## src/rtl/cs_y_fifo.sv

```systemverilog
// rtl/cs_y_fifo.sv - warm-up discard plus valid/ready FIFO buffering the CS Y sample stream
module cs_y_fifo #(
    parameter int WIDTH  = 10,
    parameter int DEPTH  = 16,
    parameter int WARMUP = 8
) (
    input  logic                       clk,
    input  logic                       reset,
    input  logic [WIDTH-1:0]           y_in,
    input  logic                       y_valid,
    output logic [WIDTH-1:0]           dout,
    output logic                       dout_valid,
    input  logic                       dout_ready,
    output logic [$clog2(DEPTH):0]     level,
    output logic                       warm,
    output logic                       overflow
);
    localparam int AW  = $clog2(DEPTH);
    localparam int WCW = (WARMUP < 1) ? 1 : $clog2(WARMUP + 1);
    localparam logic [WCW-1:0] WARM_MAX  = WCW'(WARMUP);
    localparam logic [AW:0]    LVL_FULL  = (AW + 1)'(DEPTH);

    logic [WIDTH-1:0] mem [DEPTH];
    logic [AW-1:0]    wp;
    logic [AW-1:0]    rp;
    logic [WCW-1:0]   wcnt;
    logic             full;
    logic             push;
    logic             pop;
    logic             wr_en;
    logic             drop;

    assign warm       = (wcnt == WARM_MAX);
    assign full       = (level == LVL_FULL);
    assign dout_valid = (level != '0);
    assign push       = y_valid & warm;
    assign pop        = dout_valid & dout_ready;
    // A full FIFO still accepts a push when the head leaves on the same edge.
    assign wr_en      = push & (~full | pop);
    assign drop       = push & full & ~pop;
    assign dout       = dout_valid ? mem[rp] : '0;

    always_ff @(posedge clk) begin
        if (wr_en) begin
            mem[wp] <= y_in;
        end
    end

    always_ff @(posedge clk or negedge reset) begin
        if (!reset) begin
            wcnt     <= '0;
            wp       <= '0;
            rp       <= '0;
            level    <= '0;
            overflow <= 1'b0;
        end else begin
            if (y_valid && !warm) begin
                wcnt <= wcnt + 1'b1;
            end
            if (wr_en) begin
                wp <= wp + 1'b1;
            end
            if (pop) begin
                rp <= rp + 1'b1;
            end
            if (drop) begin
                overflow <= 1'b1;
            end
            if (wr_en && !pop) begin
                level <= level + 1'b1;
            end else if (pop && !wr_en) begin
                level <= level - 1'b1;
            end
        end
    end
endmodule

```

## config.mk

```make
export PLATFORM = sky130hd
export DESIGN_NAME = cs_y_fifo
export DESIGN_NICKNAME = d
export VERILOG_FILES = /design/src/rtl/cs_y_fifo.sv
export SDC_FILE = /design/constraint.sdc
export NUM_CORES = 1
export LEC_CHECK = 0
export ABC_AREA = 1
export BUFFER_PORTS_ARGS = -buffer_cell sky130_fd_sc_hd__buf_2
export CAP_MARGIN = 15
export CORE_ASPECT_RATIO = 0.9
export CORE_MARGIN = 3
export CORE_UTILIZATION = 25
export DETAILED_ROUTE_END_ITERATION = 8
export PLACE_DENSITY_LB_ADDON = 0.12
export SLEW_MARGIN = 20
export SYNTH_ARGS = -nofsm -noshare
export SYNTH_HDL_FRONTEND = slang
export SYNTH_SLANG_ARGS = --single-unit
```

## constraint.sdc

```tcl
create_clock -name clk -period 4.2 [get_ports clk]
set_clock_uncertainty 0.05 [all_clocks]
set_input_delay 1.05 -clock clk [delete_from_list [all_inputs] [get_ports clk]]
set_output_delay 1.05 -clock clk [all_outputs]
set_load 0.1 [all_outputs]
```

==> flow_metrics.tcl <==
set metrics [dict create \
    ir_drop_mv 0.529 \
    ys_warn_count 0 \
    hp-start "overflow$_DFFE_PN0P_" \
    fin_cells 1115 \
    drt_pass1_iterations 5 \
    fin_total_pwr_mw 7.32 \
    tightest_slew_ns 0.767 \
    ff2ff_path_depth 15 \
    p_int_mw 4.04 \
    synth.distinct_cells 28 \
    cap_violations 0 \
    postSynthAreaPerCell_um2 11.7 \
    p_sw_share_pct 44.8 \
    core_area_um2 30100 \
    worstPathCellList "buf_12, nand2_1, nand3_1, nand3_1, nand2_1, nand2_1, a21oi_2, buf_12" \
    h-tree-depth 4 \
    fmax_ghz 0.279 \
    pwr-share-seq_pct 29.8 \
    cts_setup_buffers 0 \
    hold_viol 0 \
    ant_nets 0 \
    vias 4863 \
    grt_util_all_layers_pct 12.8 \
    path_clk_slew_ns 0.07 \
    fp.dieW_um 191 \
    finalSetupViolations 0 \
    cts_tree "built" \
    status "completed" \
    start_util_pct 25.6 \
    final_nets 725 \
    n_antenna_cell 0 \
    cp.required_ns 3.10 \
    seq_area_frac_synth_pct 68.2 \
    antenna_found_initial 1 \
    cp_slowest_cell "dfrtp_2" \
    avgViaCountPerCell 4.36 \
    grt_pass1_vias 4848 \
    max_slew_margin_pct 48.7 \
    cts_hold_buf 0 \
    cts.sinks 178 \
    fin_util_pct 30.0 \
    clkPwrFrac_pct 23.4 \
    cts_made_buffers 17 \
    root_buffer "clkbuf_16" \
    worstSkewPairLatency_ns 0.43 \
    r2r_start "level[0]$_DFFE_PN0P_" \
    ctsResizeCount 0 \
    overflow 0 \
    min_period_ns 3.59 \
    pin_count 32 \
    cp_common_cell "nand2_1" \
    critPathTopFamily "flip-flops" \
    drive_gt1_share_pct 15.2 \
    setup-tns-final_ns 0 \
    synth_seq_cells 178 \
    syn_nets 685 \
    end_kind "output port" \
    period_share_pct 85.5 \
    p_comb_share_pct 46.8 \
    wl_per_cell_um 18.4 \
    clk_path_buf_depth 2 \
    gp_congestion 0.797 \
    dr.first_iter.drc_count 298 \
    slew_viol_final 0 \
    drc_errors 0 \
    regToRegSetupSlack_ns 1.42 \
    critPathKind "reg2out" \
    path_buf_inv 2 \
    fp.dieArea_um2 33000 \
    port_buffers 31 \
    syn_inst 659 \
    syn_area_um2 7710 \
    die_y_um 173 \
    r2r-end "level[4]$_DFFE_PN0P_" \
    rows 60 \
    wirelength_um 20500 \
    powerDensity_nw_per_um2 811 \
    area_delta_synth_final_pct 17.2 \
    p_leak_nw 3.41 \
    whs_path_depth 1 \
    min_path_type "reg2reg" \
    grt_max_degree 82 \
    critPathMaxFanout 62 \
    whs_endpoint "overflow$_DFFE_PN0P_" \
    arrival_ns 2.49 \
    grt_pass1_wl_um 31200 \
    dp_cells 1083 \
    slowest_delay_ns 0.72 \
    dpl.hpwl_um 12600 \
    p_sw_mw 3.28 \
    start_kind "flop" \
    rsz0062_at_grt "no" \
]
registers in the layout, summed over array words and instances (netlist names):
name / flops
level: 5
mem: 160
overflow: 1
rp: 4
wcnt: 4
wp: 4
stage by stage:
stage	setup WS, ns	hold slack, ns	instance area (um2)
floorplan	0.734	0.415	7710
global placement	1.02	0.385	8400
detailed placement	1.01	0.392	8400
CTS	0.533	0.412	9030
global route	0.422	0.431	9030
finish	0.610	0.408	9030
cell usage after synthesis:
cell type	number	area share [%]
nand3_1	127	8.2
clkbuf_8	4	0.71
xnor2_1	2	0.23
buf_6	16	2.3
inv_12	1	0.21
nor2_2	2	0.16
a21oi_1	2	0.13
ha_1	11	1.8
nor2_1	22	1.1
nand4_1	1	0.081
xor2_1	9	1.0
nor3b_2	1	0.16
nand3_2	1	0.13
a21o_1	1	0.097
buf_2	11	0.71
inv_2	2	0.097
xor2_2	1	0.21
nand2_1	229	11
nand2_4	3	0.44
edfxtp_1	160	62
nand2_2	1	0.081
o21ai_0	2	0.13
inv_1	16	0.78
fa_1	1	0.26
o21ai_1	2	0.13
dfrtp_1	18	5.8
buf_4	3	0.29
a21oi_2	10	1.1
cells by family after synthesis:
| family | after synthesis | share of synthesized area (%) |
|---|---|---|
| compound gates | 17 | 1.62 |
| xor+xnor | 12 | 1.46 |
| fa+ha+maj | 12 | 2.05 |
| buf+inv | 53 | 5.15 |
| flops | 178 | 68.2 |
| simple gates | 387 | 21.5 |
cell usage in the layout (no fill, tap or decap), types with 2 or more instances in the layout:
| cell | n |
|---|---|
| nand2_4 | 3 |
| clkbuf_16 | 17 |
| buf_2 | 21 |
| inv_6 | 2 |
| buf_4 | 23 |
| inv_2 | 2 |
| nor2_2 | 2 |
| ha_1 | 11 |
| inv_1 | 16 |
| clkinv_4 | 4 |
| xnor2_1 | 2 |
| o21ai_1 | 2 |
| dfrtp_1 | 17 |
| clkinvlp_4 | 2 |
| nand2_1 | 229 |
| bufinv_16 | 4 |
| buf_12 | 11 |
| o21ai_0 | 2 |
| edfxtp_1 | 160 |
| a21oi_1 | 2 |
| nand3_1 | 127 |
| xor2_1 | 9 |
| nor2_1 | 22 |
| a21oi_2 | 10 |
area by class of cell:
class | instances | area, um2
Fill cell | 3035 | 21100
Multi-Input combinational cell | 428 | 2050
Sequential cell | 178 | 5260
Inverter | 19 | 83.8
Clock inverter | 14 | 203
Tap cell | 403 | 504
Clock buffer | 18 | 429
Timing Repair Buffer | 55 | 498
power groups by stage:
stage / clock network, mW / registers, mW / logic (mW)
floorplan: 0 / 2.34 / 2.38
global placement: 0 / 2.22 / 3.46
detailed placement: 0 / 2.22 / 3.47
CTS: 1.76 / 2.19 / 3.48
global route: 1.83 / 2.20 / 3.68
finish: 1.71 / 2.18 / 3.43
per-layer routing:
layer,up-vias,routed length [um],track usage [%],part of all wire [%]
li1,2348,-,-,-
met3,18,829,2.62,4.0
met4,0,296,3.67,1.4
met2,108,9240,19.4,45
met1,2389,10100,18.7,49
met5,-,0,0,0
worst max-delay path by stage:
stage                               startpoint       to  slack [ns]  cells after the start
after floorplan           level[0]$_DFFE_PN0P_  dout[0]        0.73                      5
after global placement       rp[0]$_DFFE_PN0N_  dout[2]        1.02                      8
after detailed placement     rp[0]$_DFFE_PN0N_  dout[3]        1.01                      8
after CTS                    rp[0]$_DFFE_PN0N_  dout[3]        0.53                      8
after global routing         rp[0]$_DFFE_PN0N_  dout[5]        0.42                      8
final                        rp[0]$_DFFE_PN0N_  dout[3]        0.61                      8
(Power assumes the default switching activity.)
